## config.mk

```make
export PLATFORM = sky130hd
export DESIGN_NAME = sg_desc_fetch
export DESIGN_NICKNAME = d
export VERILOG_FILES = /design/src/rtl/sg_desc_fetch.sv
export SDC_FILE = /design/constraint.sdc
export NUM_CORES = 1
export LEC_CHECK = 0
export ABC_CLOCK_PERIOD_IN_PS = 4000
export BUFFER_PORTS_ARGS = -buffer_cell sky130_fd_sc_hd__buf_2
export CORE_MARGIN = 4
export CORE_UTILIZATION = 40
export CTS_CLUSTER_SIZE = 24
export DETAILED_ROUTE_END_ITERATION = 10
export SETUP_SLACK_MARGIN = 0.3
export SYNTH_ARGS = -nofsm -noshare
export SYNTH_HDL_FRONTEND = slang
export SYNTH_SLANG_ARGS = --single-unit
```

## constraint.sdc

```tcl
create_clock -name clk -period 4 [get_ports clk]
set_input_delay 1.2 -clock clk [delete_from_list [all_inputs] [get_ports clk]]
set_output_delay 1.2 -clock clk [all_outputs]
set_load 0.05 [all_outputs]
```

## src/rtl/sg_desc_fetch.sv

```systemverilog
// Scatter-gather descriptor fetch: walks a linked list of 32-byte descriptors over Avalon-MM and pushes packed words.
// Optional SG_DESC_FETCH_ALIGN_CHECK_EN: reject descriptor pointers that are not 32-byte aligned.
module sg_desc_fetch #(
  parameter int MAX_CHAIN = 1024
) (
  input  logic         clk,
  input  logic         reset,
  input  logic         start_i,
  input  logic [31:0]  head_ptr_i,
  input  logic         stop_i,
  output logic         busy_o,
  output logic         done_o,
  output logic         error_o,
  output logic [15:0]  desc_count_o,
  output logic [31:0]  mm_address_o,
  output logic         mm_read_o,
  input  logic         mm_waitrequest_i,
  input  logic [31:0]  mm_readdata_i,
  input  logic         mm_readdatavalid_i,
  output logic         desc_fifo_wr_o,
  output logic [264:0] desc_fifo_wrdata_o,
  input  logic         desc_fifo_full_i
);

  typedef enum logic [2:0] {
    S_IDLE, S_WAIT_SPACE, S_FETCH, S_CHECK, S_PUSH, S_DONE
  } state_t;

  localparam logic [16:0] LP_MAX = 17'(MAX_CHAIN);

  state_t         r_state;
  logic           r_stop;
  logic           r_busy;
  logic           r_done;
  logic           r_error;
  logic           r_wr;
  logic           r_mm_read;
  logic [31:0]    r_addr;
  logic [31:0]    r_ptr;
  logic [15:0]    r_desc_count;
  logic [3:0]     r_issue_cnt;
  logic [3:0]     r_rx_cnt;
  logic [255:0]   r_words;
  logic [264:0]   r_wrdata;

  logic           w_stop;
  logic           w_acc;
  logic           w_rdv;
  logic [3:0]     w_issue_nxt;
  logic [3:0]     w_rx_nxt;
  logic           w_read_nxt;
  logic [255:0]   w_words;
  logic [16:0]    w_count_inc;

  assign w_stop      = r_stop | stop_i;
  assign w_count_inc = {1'b0, r_desc_count} + 17'd1;

  // Next-cycle view of the fetch counters; the request is held while the slave stalls.
  always_comb begin
    w_acc       = (r_state == S_FETCH) && r_mm_read && !mm_waitrequest_i;
    w_rdv       = (r_state == S_FETCH) && mm_readdatavalid_i && (r_rx_cnt < 4'd8);
    w_issue_nxt = r_issue_cnt + {3'd0, w_acc};
    w_rx_nxt    = r_rx_cnt + {3'd0, w_rdv};
    w_read_nxt  = w_acc ? ((w_issue_nxt < 4'd8) && !w_stop) : r_mm_read;
    w_words     = r_words;
    if (w_rdv)
      w_words[{r_rx_cnt[2:0], 5'd0} +: 32] = mm_readdata_i;
  end

  always_ff @(posedge clk) begin
    if (reset) begin
      r_state      <= S_IDLE;
      r_stop       <= 1'b0;
      r_busy       <= 1'b0;
      r_done       <= 1'b0;
      r_error      <= 1'b0;
      r_wr         <= 1'b0;
      r_mm_read    <= 1'b0;
      r_addr       <= 32'd0;
      r_ptr        <= 32'd0;
      r_desc_count <= 16'd0;
      r_issue_cnt  <= 4'd0;
      r_rx_cnt     <= 4'd0;
      r_words      <= 256'd0;
      r_wrdata     <= 265'd0;
    end else begin
      r_done <= 1'b0;
      r_wr   <= 1'b0;
      case (r_state)
        S_IDLE: begin
          r_stop <= 1'b0;
          if (start_i) begin
            r_ptr        <= head_ptr_i;
            r_desc_count <= 16'd0;
            r_error      <= 1'b0;
            r_busy       <= 1'b1;
            r_state      <= S_WAIT_SPACE;
          end
        end
        S_WAIT_SPACE: begin
          r_stop      <= w_stop;
          r_issue_cnt <= 4'd0;
          r_rx_cnt    <= 4'd0;
          if (w_stop) begin
            r_done  <= 1'b1;
            r_state <= S_DONE;
          end
`ifdef SG_DESC_FETCH_ALIGN_CHECK_EN
          else if (r_ptr[4:0] != 5'd0) begin
            r_error <= 1'b1;
            r_done  <= 1'b1;
            r_state <= S_DONE;
          end
`endif
          else if (!desc_fifo_full_i) begin
            r_mm_read <= 1'b1;
            r_addr    <= r_ptr;
            r_state   <= S_FETCH;
          end
        end
        S_FETCH: begin
          r_stop      <= w_stop;
          r_issue_cnt <= w_issue_nxt;
          r_rx_cnt    <= w_rx_nxt;
          r_mm_read   <= w_read_nxt;
          r_words     <= w_words;
          if (w_acc)
            r_addr <= r_ptr + {26'd0, w_issue_nxt, 2'b00};
          // A stopped fetch leaves only once every issued read has returned.
          if (w_stop && !w_read_nxt && (w_rx_nxt == w_issue_nxt)) begin
            r_done  <= 1'b1;
            r_state <= S_DONE;
          end else if (w_rx_nxt == 4'd8) begin
            r_wrdata <= {w_words[255:248], (w_words[159:128] == 32'd0), w_words};
            r_state  <= S_CHECK;
          end
        end
        S_CHECK: begin
          r_stop <= w_stop;
          if (!r_wrdata[255]) begin
            r_error <= 1'b1;
            r_done  <= 1'b1;
            r_state <= S_DONE;
          end else begin
            r_wr    <= 1'b1;
            r_state <= S_PUSH;
          end
        end
        S_PUSH: begin
          r_stop       <= w_stop;
          r_desc_count <= r_desc_count + 16'd1;
          if (r_wrdata[256]) begin
            r_done  <= 1'b1;
            r_state <= S_DONE;
          end else if (w_count_inc == LP_MAX) begin
            r_error <= 1'b1;
            r_done  <= 1'b1;
            r_state <= S_DONE;
          end else if (w_stop) begin
            r_done  <= 1'b1;
            r_state <= S_DONE;
          end else begin
            r_ptr   <= r_wrdata[159:128];
            r_state <= S_WAIT_SPACE;
          end
        end
        S_DONE: begin
          r_busy  <= 1'b0;
          r_state <= S_IDLE;
        end
        default: r_state <= S_IDLE;
      endcase
    end
  end

  assign busy_o             = r_busy;
  assign done_o             = r_done;
  assign error_o            = r_error;
  assign desc_count_o       = r_desc_count;
  assign mm_address_o       = r_addr;
  assign mm_read_o          = r_mm_read;
  assign desc_fifo_wr_o     = r_wr;
  assign desc_fifo_wrdata_o = r_wrdata;

endmodule

```

==> impl_table.tex <==
\begin{tabular}{lr}
\hline
Metric & Value \\
\hline
\multicolumn{2}{l}{\textbf{Status}} \\
Run status & completed \\
\multicolumn{2}{l}{\textbf{Logic synthesis}} \\
Post-synth cell types & 63 \\
Most instantiated flip-flop cell in the synthesis netlist & dfxtp\_1 \\
Portion of the post-synthesis area used by sequential elements & 0.527 \\
Netlist Area Pre-Place & about 23000 um2 \\
Number of storage elements in the synthesis netlist & 610 \\
Gate count after technology mapping & 2606 \\
Synthesized Nets & approximately 2700 \\
Count of warnings emitted by yosys & 0 \\
Async S/R FF share, synth & 0 \\
Mean instance size in the synthesized netlist & $\sim$8.9 um2 \\
Number of synthesized flops with an enable pin & 0 \\
\multicolumn{2}{l}{\textbf{Global routing}} \\
Global-route wire length before repair & between 100000 and 150000 um \\
Via count of the first global-routing pass & between 15000 and 20000 \\
GRT Overall Usage & 0.236 \\
Global route total overflow & 0 \\
Number of antenna violations at the first check in global routing & 5 \\
Pin count of the biggest net entering global routing & approximately 190 \\
\multicolumn{2}{l}{\textbf{Placement}} \\
Hpwl dp & 49100 um \\
Number of I/O port buffers & roughly 390 \\
Post-placement cell area & 25700 um2 \\
Weighted congestion reported at the end of routability-driven placement & 0.845 \\
\multicolumn{2}{l}{\textbf{Route}} \\
DRC & 0 \\
Post-DRT Antenna Nets & 0 \\
Average vias per placed instance & between 5 and 6 \\
Total Wirelength & approximately 77000 um \\
Initial DRC count & around 1800 \\
Via count of the routed design & $\sim$20000 \\
Detailed Routing Iterations Pass 1 & 5 \\
Average wire per standard cell & roughly 21 um \\
\multicolumn{2}{l}{\textbf{Cells and area}} \\
Most frequent cells in the layout & dfxtp\_1, nand2\_1, buf\_2 \\
Area added between synthesis and finish & 20.4\% \\
Antenna diode count & 0 \\
Final core utilization & 0.490 \\
NumNets Final & between 2000 and 3000 \\
Summed area of non-filler cells in the final layout & approximately 28000 um2 \\
Most common library cell in the layout ignoring fill and taps & dfxtp\_1 \\
Fraction of final layout cells with drive strength greater than 1 & 0.196 \\
\multicolumn{2}{l}{\textbf{CTS}} \\
Number of buffers on the longest clock path & 3 \\
CTS tree & built \\
Clock-pin slew on the worst setup and hold paths & approximately 60 ps \\
CTS Buf Count & between 60 and 70 \\
H-tree levels & 3 \\
Clock Root Buffer & clkbuf\_16 \\
\# clock sinks & between 600 and 700 \\
Worst-skew pair later-pin latency & around 600 ps \\
\multicolumn{2}{l}{\textbf{Critical path}} \\
Crit. Startpoint & r\_state[1] \\
Endpoint arrival time on the critical path & $\sim$4000 ps \\
WP data required & roughly 4500 ps \\
CP Capture Type & register \\
Worst Setup Start Kind & register \\
Maximum fanout encountered on the critical timing path & 14 \\
Worst-case reg-to-reg path depth & 14 \\
Worst R2R Start & r\_state[1] \\
Critical path start-end classification & reg2reg \\
\multicolumn{2}{l}{\textbf{Die}} \\
Initial cell density of the core & 0.407 \\
Total Die Area & $\sim$62000 um2 \\
Die Wd & 249 um \\
Die height & between 200 and 250 um \\
Placeable core area & $\sim$57000 um2 \\
Row count & 87 \\
Number of I/O pins & $\sim$390 \\
\multicolumn{2}{l}{\textbf{Power}} \\
IR Drop Worst-Case VDD & approximately 0.29 mV \\
LEAKAGE & 0.0129 uW \\
Pwr Density & 472 nW/um2 \\
Total Power Consumption & $\sim$13000 uW \\
\multicolumn{2}{l}{\textbf{Timing}} \\
Final number of setup-violating endpoints & 0 \\
Fmax & between 200 and 300 MHz \\
Final critical delay including setup and external delays & between 3000 and 4000 ps \\
Worst-case headroom to the max-slew limit & 0.404 \\
Actual slew at the worst max-slew pin & approximately 900 ps \\
Final number of max-transition violations & 0 \\
Final cycle utilization of the critical path & 0.868 \\
Total negative slack for setup checks & 0 ps \\
Fin Hold WS & about 450 ps \\
Post-Route Skew & $\sim$22 ps \\
Hold Vio Cnt, Final & 0 \\
Setup repair after global routing missed its margin & no \\
\multicolumn{2}{l}{\textbf{Flow run}} \\
Max capacitance violation total & 0 \\
\multicolumn{2}{l}{\textbf{Min path}} \\
Startpoint of the most critical hold path & desc\_fifo\_wrdata\_o[44] \\
Worst min path class & reg2reg \\
Min-Delay Path Depth & 2 \\
\hline
\end{tabular}
==> Yosys cell counts, types with 4 or more instances <==
cell       instances  area (um2)
o31ai_1           97         728
o2bb2ai_1         32         280
dfxtp_1          610       12200
nand2b_1           8        50.1
buf_1             17        63.8
or3_1              7        43.8
nand4_1           14        87.6
nor4_1            18         113
xnor2_1           18         158
nand2_1          492        1850
a311oi_1           5        43.8
nor3_2             5        50.1
nand3_1          277        1390
nor2b_1            8        50.1
buf_4             15         113
nor2_1           276        1040
mux2i_1          229        2290
nor3_1            15        75.1
buf_2             55         275
and4_1             4        35.0
a211oi_1          27         203
a21oi_1          107         536
ha_1              11         138
o21ai_0           25         125
xor2_1            17         149
inv_1             18        67.6
clkbuf_1         148         556
==> sequential cells by signal, summed over array words and instances (netlist names), 3 cells and up <==
name and cells:
mm_address_o 32, desc_fifo_wrdata_o 257, r_ptr 32, desc_count_o 16, r_state 3, r_issue_cnt 4, r_rx_cnt 4, r_words 256
==> per-layer routing <==
metal / up-vias / track usage / routed length, um
met5: - / 0 / 27
met4: 4 / 0.0792 / 2270
met3: 118 / 0.0504 / 5740
met2: 709 / 0.383 / 35400
met1: 9486 / 0.315 / 33100
li1: 9411 / - / -
==> critical path, cell delays in order (launching register included) <==
cell and delay (ps):
dfxtp_1 320, or3b_4 490, nor2_1 140, and2_1 160, ha_1 220, ha_4 170, xor2_1 300, ha_1 320
nor2b_1 150, o21ai_1 200, a21oi_2 100, nand2b_2 170, and2b_2 240, xnor2_1 120, a211oi_1 240
==> where the power goes <==
| part | leakage (uW) | internal (uW) | total [uW] | switching [uW] |
|---|---|---|---|---|
| Combinational | 0.00692 | 180 | 734 | 553 |
| Sequential | 0.00492 | 6150 | 6210 | 66.2 |
| Clock | 0.00110 | 3730 | 6240 | 2510 |
| Total | 0.0129 | 10100 | 13200 | 3130 |
==> path summary, 6_finish.rpt <==
path                                          endpoint  slack [ps]
worst max-delay path                  mm_address_o[22]         530
worst min register to register  desc_fifo_wrdata_o[44]         450
worst max register to register        mm_address_o[22]         530
worst min-delay path            desc_fifo_wrdata_o[44]         450
==> cell families (layout without fill, tap and decap cells) <==
| kind of cell | count (synthesis) | count (layout) | synth area share |
|---|---|---|---|
| buffers and inverters | 256 | 568 | 0.0472 |
| flip-flops | 610 | 610 | 0.527 |
| AND/OR/NAND/NOR | 1146 | 1146 | 0.215 |
| AO/OA/AOI/OAI | 318 | 318 | 0.0924 |
| adder cells (fa/ha/maj) | 12 | 12 | 0.00680 |
| XOR/XNOR | 35 | 35 | 0.0132 |
| multiplexers | 229 | 229 | 0.0989 |
==> cell type report <==
type,instances,area [um2]
Inverter,19,78.8
Tap cell,756,946
Multi-Input combinational cell,1740,9940
Clock buffer,96,1960
Clock inverter,19,262
Fill cell,5422,29000
Timing Repair Buffer,434,2520
Sequential cell,610,12200
==> what timing repair did <==
action | in CTS | in global routing
endpoints found under the setup margin | 0 | 7
buffers inserted | 0 | 0
resized for setup | 0 | 2
hold buffers | 0 | 0
==> stage by stage <==
stage,setup slack (ps),instances
detailed placement,26.0,3559
finish,529,3674
global placement,-3.04,3559
floorplan,303,2606
CTS,458,3674
global route,354,3674
No activity file was read; power rests on OpenSTA's default activity.
